### src/rtl/lfsr_rng_gen.sv
// Parametrised Fibonacci/Galois LFSR RNG: first word WARMUP+STEPS_PER_WORD edges after load, then one per STEPS_PER_WORD.
// Backpressure: a held word stalls the LFSR only on the step that would overwrite it; outputs are all registered.
module lfsr_rng_gen #(
    parameter int WIDTH          = 32,
    parameter int WARMUP         = 16,
    parameter int STEPS_PER_WORD = 1
) (
    input  logic             clk,
    input  logic             rst,
    input  logic             load_i,
    input  logic [WIDTH-1:0] seed_i,
    input  logic [WIDTH-1:0] poly_i,
    input  logic             mode_i,
    input  logic             enable_i,
    output logic [WIDTH-1:0] rnd_o,
    output logic             rnd_valid_o,
    input  logic             rnd_ready_i,
    output logic             running_o,
    output logic             zero_seed_o
);

    localparam int WCW = (WARMUP > 0) ? $clog2(WARMUP + 1) : 1;
    localparam int SCW = (STEPS_PER_WORD > 1) ? $clog2(STEPS_PER_WORD) : 1;

    localparam logic [WCW-1:0]   WARM_INIT = WCW'(WARMUP);
    localparam logic [WCW-1:0]   WARM_ONE  = WCW'(1);
    localparam logic [SCW-1:0]   STEP_LAST = SCW'(STEPS_PER_WORD - 1);
    localparam logic [SCW-1:0]   STEP_ONE  = SCW'(1);
    localparam logic [WIDTH-1:0] LFSR_ONE  = WIDTH'(1);

    localparam logic [1:0] ST_IDLE   = 2'd0;
    localparam logic [1:0] ST_WARMUP = 2'd1;
    localparam logic [1:0] ST_RUN    = 2'd2;

    logic [1:0]       fsm_q, fsm_d;
    logic [WIDTH-1:0] lfsr_q, lfsr_d;
    logic [WIDTH-1:0] poly_q, poly_d;
    logic             mode_q, mode_d;
    logic [WCW-1:0]   warm_cnt_q, warm_cnt_d;
    logic [SCW-1:0]   step_cnt_q, step_cnt_d;
    logic [WIDTH-1:0] rnd_q, rnd_d;
    logic             rnd_vld_q, rnd_vld_d;
    logic             running_q, running_d;
    logic             zero_seed_q, zero_seed_d;

    logic [WIDTH-1:0] lfsr_next;
    logic             in_warm;
    logic             in_run;
    logic             due;
    logic             stall;
    logic             advance;

    always_comb begin
        lfsr_next = lfsr_q;
        if (mode_q) begin
            lfsr_next = (lfsr_q >> 1) ^ (lfsr_q[0] ? poly_q : '0);
        end else begin
            lfsr_next = {^(poly_q & lfsr_q), lfsr_q[WIDTH-1:1]};
        end
    end

    // Stall only when the step would overwrite a word nobody has taken yet.
    always_comb begin
        in_warm = (fsm_q == ST_WARMUP);
        in_run  = (fsm_q == ST_RUN);
        due     = (step_cnt_q == STEP_LAST);
        stall   = in_run & due & rnd_vld_q & ~rnd_ready_i;
        advance = enable_i & ~load_i & (in_warm | in_run) & ~stall;
    end

    always_comb begin
        fsm_d       = fsm_q;
        lfsr_d      = lfsr_q;
        poly_d      = poly_q;
        mode_d      = mode_q;
        warm_cnt_d  = warm_cnt_q;
        step_cnt_d  = step_cnt_q;
        rnd_d       = rnd_q;
        rnd_vld_d   = rnd_vld_q;
        zero_seed_d = 1'b0;

        if (load_i) begin
            poly_d     = poly_i;
            mode_d     = mode_i;
            warm_cnt_d = WARM_INIT;
            step_cnt_d = '0;
            rnd_vld_d  = 1'b0;
            fsm_d      = (WARMUP == 0) ? ST_RUN : ST_WARMUP;
            if (seed_i == '0) begin
                lfsr_d      = LFSR_ONE;
                zero_seed_d = 1'b1;
            end else begin
                lfsr_d = seed_i;
            end
        end else begin
            if (rnd_vld_q && rnd_ready_i) begin
                rnd_vld_d = 1'b0;
            end
            if (advance) begin
                lfsr_d = lfsr_next;
                if (in_warm) begin
                    warm_cnt_d = warm_cnt_q - WARM_ONE;
                    if (warm_cnt_q <= WARM_ONE) begin
                        fsm_d = ST_RUN;
                    end
                end else if (due) begin
                    rnd_d      = lfsr_next;
                    rnd_vld_d  = 1'b1;
                    step_cnt_d = '0;
                end else begin
                    step_cnt_d = step_cnt_q + STEP_ONE;
                end
            end
        end

        running_d = (fsm_d == ST_RUN);
    end

    always_ff @(posedge clk or posedge rst) begin
        if (rst) begin
            fsm_q       <= ST_IDLE;
            lfsr_q      <= LFSR_ONE;
            poly_q      <= '0;
            mode_q      <= 1'b0;
            warm_cnt_q  <= '0;
            step_cnt_q  <= '0;
            rnd_q       <= '0;
            rnd_vld_q   <= 1'b0;
            running_q   <= 1'b0;
            zero_seed_q <= 1'b0;
        end else begin
            fsm_q       <= fsm_d;
            lfsr_q      <= lfsr_d;
            poly_q      <= poly_d;
            mode_q      <= mode_d;
            warm_cnt_q  <= warm_cnt_d;
            step_cnt_q  <= step_cnt_d;
            rnd_q       <= rnd_d;
            rnd_vld_q   <= rnd_vld_d;
            running_q   <= running_d;
            zero_seed_q <= zero_seed_d;
        end
    end

    assign rnd_o       = rnd_q;
    assign rnd_valid_o = rnd_vld_q;
    assign running_o   = running_q;
    assign zero_seed_o = zero_seed_q;

endmodule

### config.mk
export PLATFORM = sky130hd
export DESIGN_NAME = lfsr_rng_gen
export DESIGN_NICKNAME = d
export VERILOG_FILES = /design/src/rtl/lfsr_rng_gen.sv
export SDC_FILE = /design/constraint.sdc
export NUM_CORES = 1
export LEC_CHECK = 0
export CORE_UTILIZATION = 51
export DETAILED_ROUTE_END_ITERATION = 6
export GPL_TIMING_DRIVEN = 1
export PLACE_DENSITY = 0.8
export SYNTH_ARGS = -nofsm -noshare
export SYNTH_HDL_FRONTEND = slang
export SYNTH_SLANG_ARGS = --single-unit
### constraint.sdc
create_clock -name clk -period 4.8 [get_ports clk]
set_input_delay 0.96 -clock clk [delete_from_list [all_inputs] [get_ports clk]]
set_output_delay 0.96 -clock clk [all_outputs]
set_load 0.02 [all_outputs]
After elaboration in Yosys (flattened, before gate mapping)
Index checks and enable logic that the tools add are counted.
{"block": "op_classes", "add_sub_neg": 2, "n_lt_le_gt_ge": 1, "eq_ne": 4, "n_mux": 23, "bitwise": 14, "reduce_logical": 8}
{"operator": "32-bit 2-to-1 mux", "count": 5}
{"operator": "32-bit AND", "count": 1}
{"operator": "32-bit logical NOT", "count": 1}
{"operator": "32-bit parity", "count": 1}
{"operator": "31-bit by 32-bit XOR with 32-bit output", "count": 1}
{"operator": "5-bit 2-to-1 mux", "count": 3}
{"operator": "1-bit 2-to-1 mux", "count": 11}
{"operator": "2-bit 2-to-1 mux", "count": 4}
{"operator": "1-bit AND", "count": 6}
{"operator": "5-bit by 1-bit less-or-equal comparator with 1-bit output (second input constant)", "count": 1}
{"operator": "1-bit NOT", "count": 5}
{"operator": "5-bit by 1-bit subtractor with 5-bit output (second input constant)", "count": 1}
{"operator": "2-bit == test (second input constant)", "count": 2}
{"operator": "2-bit AND reduction", "count": 2}
{"operator": "4-bit AND reduction", "count": 1}
{"operator": "2-bit nonzero test", "count": 2}
{"operator": "2-bit by 1-bit == test with 1-bit output (second input constant)", "count": 1}
{"operator": "2-bit inequality test (second input constant)", "count": 1}
{"operator": "1-bit adder (second input constant)", "count": 1}
{"operator": "1-bit logical AND", "count": 1}
{"operator": "1-bit bitwise OR", "count": 1}
{"block": "word_totals", "register_bits": 108, "inputBits": 70, "out_inout_bits": 35, "word_cells": 62}

Depth between registers and ports, before layout
{"block": "logic_depth", "depth_word": 9, "mapped_depth": 9, "mapped_depth_nobuf": 8}

Least setup slack after synthesis
Ideal clock, no wire load.
{"block": "synth_timing", "kind": "input to register", "startpoint": "in load_i", "endpoint": "reg fsm_q[0]", "setup_time_ps": 118, "arrival_ps": 2078, "required_ps": 4682, "setup_slack_ps": 2604, "path_stages": 7, "n_path_buf": 1, "path_cell_list": "clkbuf_1 -> nor2_1 -> and3_1 -> nand2_1 -> nor3_1 -> nand2_1 -> a21o_1"}
{"block": "synth_via", "elab_chain_len": 6}
{"element": "start, declared", "line": "10", "rtl": "input logic load_i,"}
{"element": "1-bit NOT (no line)"}
{"element": "1-bit AND (3 in a row)", "line": "68", "rtl": "advance = enable_i & ~load_i & (in_warm | in_run) & ~stall;"}
{"element": "2-bit 2-to-1 mux", "line": "99", "rtl": "if (advance) begin"}
{"element": "2-bit 2-to-1 mux (*)", "line": "82", "rtl": "if (load_i) begin"}
{"element": "named net fsm_d[0]", "line": "35", "rtl": "logic [1:0] fsm_q, fsm_d;"}
{"element": "end signal, assigned", "line": "132", "rtl": "fsm_q <= fsm_d;"}
{"element": "end, declared", "line": "35"}
The timed path passes the listed nets; every way through them passes the cells marked *.
A chain may end at the register's enable or synchronous reset.

Worst setup path in the final report
{"block": "layout_timing", "startpoint": "in load_i", "endpoint": "reg lfsr_q[0]"}
{"block": "layout_via", "elab_chain_len": 5, "word_cells_on_any_way": 6, "cone_classes": "mux: 1; bitwise: 4; reduce/logical: 1"}
{"element": "1-bit NOT (no line)"}
{"element": "1-bit AND (3 in a row)", "line": "68"}
{"element": "2-bit nonzero test (no line)"}
{"element": "end signal, assigned", "line": "133", "rtl": "lfsr_q <= lfsr_d;"}
{"element": "end, declared", "line": "36", "rtl": "logic [WIDTH-1:0] lfsr_q, lfsr_d;"}
Parallel ways exist; a longest one is shown, timed or not.

==> flow_summary.yaml <==
routing:
  first_iter_violations: 236
  drc: 0
  viasPerCell: 5.37
  wire_per_inst_um: 15.6
  drt-total-wl_um: 11600
  drt_pass1_iterations: 5
  drtAntennaViolNets: 0
  via_count: 3998
finish:
  final_cell_mix: "nand2_1 (119), dfrtp_1 (106), clkdlybuf4s50_1 (103)"
  area_growth_pct: 26.8
  fin_nets: 681
  finalNonFillerCells: 745
  antenna_cells: 0
  final_common_cell: "nand2_1"
  drive_gt1_share_pct: 10.1
clock_tree:
  cts_max_level: 3
  ctsHoldBuffers: 0
  cts.sinks: 107
  postCtsSetupBuffers: 0
  cts_buffer_depth: 2
  cts_tree: "yes"
  cts_root_buf: "clkbuf_8"
  cts_buffers: 9
  clkTransAtPathRegs_ns: 0.09
  insertion_delay_ns: 0.36
  cts_resized: 0
floorplan:
  fp.dieW_um: 102
  core_um2: 9730
  rows: 36
  die_h_um: 102
  die-area_um2: 10400
  start_util_pct: 52.4
  ios: 105
sta:
  setup_viol: 0
  slew-limit-headroom_pct: 35.5
  slew_violations: 0
  timing.final.crit_share_pct: 52.5
  setup_tns_ns: 0
  fmax_mhz: 397
  finalClockSkew_ns: 0.00667
  hold_viol_final: 0
  period_needed_ns: 2.52
  worst_slew_pin_slew_ns: 0.967
  rsz0062_at_grt: "no"
setup_path:
  r2r-end: "lfsr_q[0]"
  crit_start: "load_i"
  cp.required_ns: 5.11
  crit_path_start_kind: "input pin"
  worstRegToRegCells: 6
  regToRegStartpoint: "lfsr_q[0]"
  worstPathArrival_ns: 2.83
  path_max_fanout: 62
  reg2reg_setup_slack_ns: 2.63
  crit_type: "in2reg"
  cp-end-kind: "flop"
worst_hold_path:
  hp-class: "reg2reg"
  min_delay_path_depth: 1
  holdPathEnd: "fsm_q[0]"
  min_from: "fsm_q[0]"
pwr:
  vdd_drop_max_mv: 0.227
  leakage_nw: 2.67
  p_per_area_nw_per_um2: 447
synthesis:
  ys_seq_elements: 107
  synthesis.nets: 590
  synth_cells: 516
  syn_avg_cell_area_um2: 9.88
  ys_seq_area_share_pct: 52.5
  yosysWarnings: 0
  synthDistinctLibCells: 34
  synth_area_um2: 5100
global_route:
  grt_pass1_vias: 3980
  antenna_found_initial: 0
  grt_usage_pct: 24.4
  grt_max_degree: 80
  grt-ovfl-total: 0
  grt_pass1_wl_um: 19400
placement:
  place_hpwl_um: 8410
  io_buffers: 104
  placed_cells: 729
  gp_congestion: 0.910
run_status:
  status: "finished clean"
run:
  max_cap_viol_count: 0
==> power by group <==
group / total (mW) / switching (mW) / internal, mW
Combinational: 1.05 / 0.528 / 0.525
Sequential: 1.25 / 0.142 / 1.10
Clock: 0.596 / 0.303 / 0.293
==> area by class of cell <==
type,instances,area (um2)
clock buffers,9,124
clock inverters,7,91.3
fillers,790,3260
inverters,5,21.3
multi-input cells,375,2300
flip-flops and latches,107,2680
well taps,133,166
repair buffers,109,1090
==> registers in the layout (all words and copies together) (netlist names) <==
signal and count:
running_o 1, rnd_o 32, mode_q 1, zero_seed_o 1, poly_q 32, warm_cnt_q 5, rnd_valid_o 1, lfsr_q 32
fsm_q 2
==> per-stage QoR <==
step | utilization, % | worst slack [ns] | total power [mW] | hold WS, ns | instance area, um2
detailed placement | 64.3 | 1.92 | 2.32 | 0.499 | 6250
finish | 66.5 | 2.28 | 2.89 | 0.521 | 6470
floorplan | - | 1.02 | 1.87 | 0.479 | 5100
global placement | 64.3 | 1.96 | 2.29 | 0.491 | 6250
CTS | 66.5 | 2.31 | 2.92 | 0.520 | 6470
global route | 66.5 | 2.13 | 3.06 | 0.552 | 6470
==> per-layer routing <==
| layer | vias up | global-route usage, % | share of wire, % |
|---|---|---|---|
| met5 | - | 0 | 0 |
| met4 | 0 | 8.02 | 2.0 |
| met3 | 20 | 4.92 | 5.0 |
| met2 | 129 | 40.1 | 50 |
| met1 | 1938 | 32.7 | 43 |
| li1 | 1911 | - | - |
==> cells in the mapped netlist <==
library cell  instances  area [um2]
a211o_1               1        8.76
a21o_1                1        7.51
a21oi_1              43         215
a22o_1                1        8.76
and2_1                1        6.26
and3_1                2        12.5
buf_1                 2        7.51
buf_2                 6        30.0
clkbuf_1             21        78.8
dfrtp_1             106        2650
dfstp_2               1        26.3
ha_1                  4        50.1
inv_1                 5        18.8
mux2_2               33         372
nand2_1             119         447
nand2_2               2        12.5
nand3_1               2        10.0
nand3b_1              1        7.51
nand4_1               2        12.5
nor2_1               51         191
nor2b_1               1        6.26
nor3_1                2        10.0
nor4_1                7        43.8
nor4b_1               1        8.76
o211ai_1              2        15.0
o21a_1                1        7.51
o21ai_0               1        5.00
o21ai_1               7        35.0
o21bai_1              1        7.51
o221ai_1             23         201
or3_1                 1        6.26
xnor2_1              24         210
xnor2_2               1        16.3
xor2_1               40         350
==> kinds of logic after synthesis <==
family                     count (synthesis)  synth area share (%)
buffers and inverters                     34                  2.65
adders and majority gates                  4                 0.982
DFF                                      107                  52.5
AOI/OAI and AO/OA                         81                  10.0
and+or+nand+nor                          192                  15.2
xor gates and xnor gates                  65                  11.3
muxes                                     33                  7.29
==> how the worst max path moves through the flow <==
stage                endpoint  slack (ns)  cells after the start
global placement    rnd_o[31]        1.96                      8
global route        lfsr_q[0]        2.13                      6
finish              lfsr_q[0]        2.28                      6
floorplan            fsm_q[0]        1.02                      1
detailed placement  lfsr_q[0]        1.92                      6
CTS                 lfsr_q[0]        2.31                      6
==> critical path, cell delays in order <==
cell and delay, ns:
buf_4 0.39, buf_4 0.61, nor4b_1 0.32, nand4_1 0.12
nor3_1 0.26, a211o_1 0.13
(Power assumes the default switching activity.)
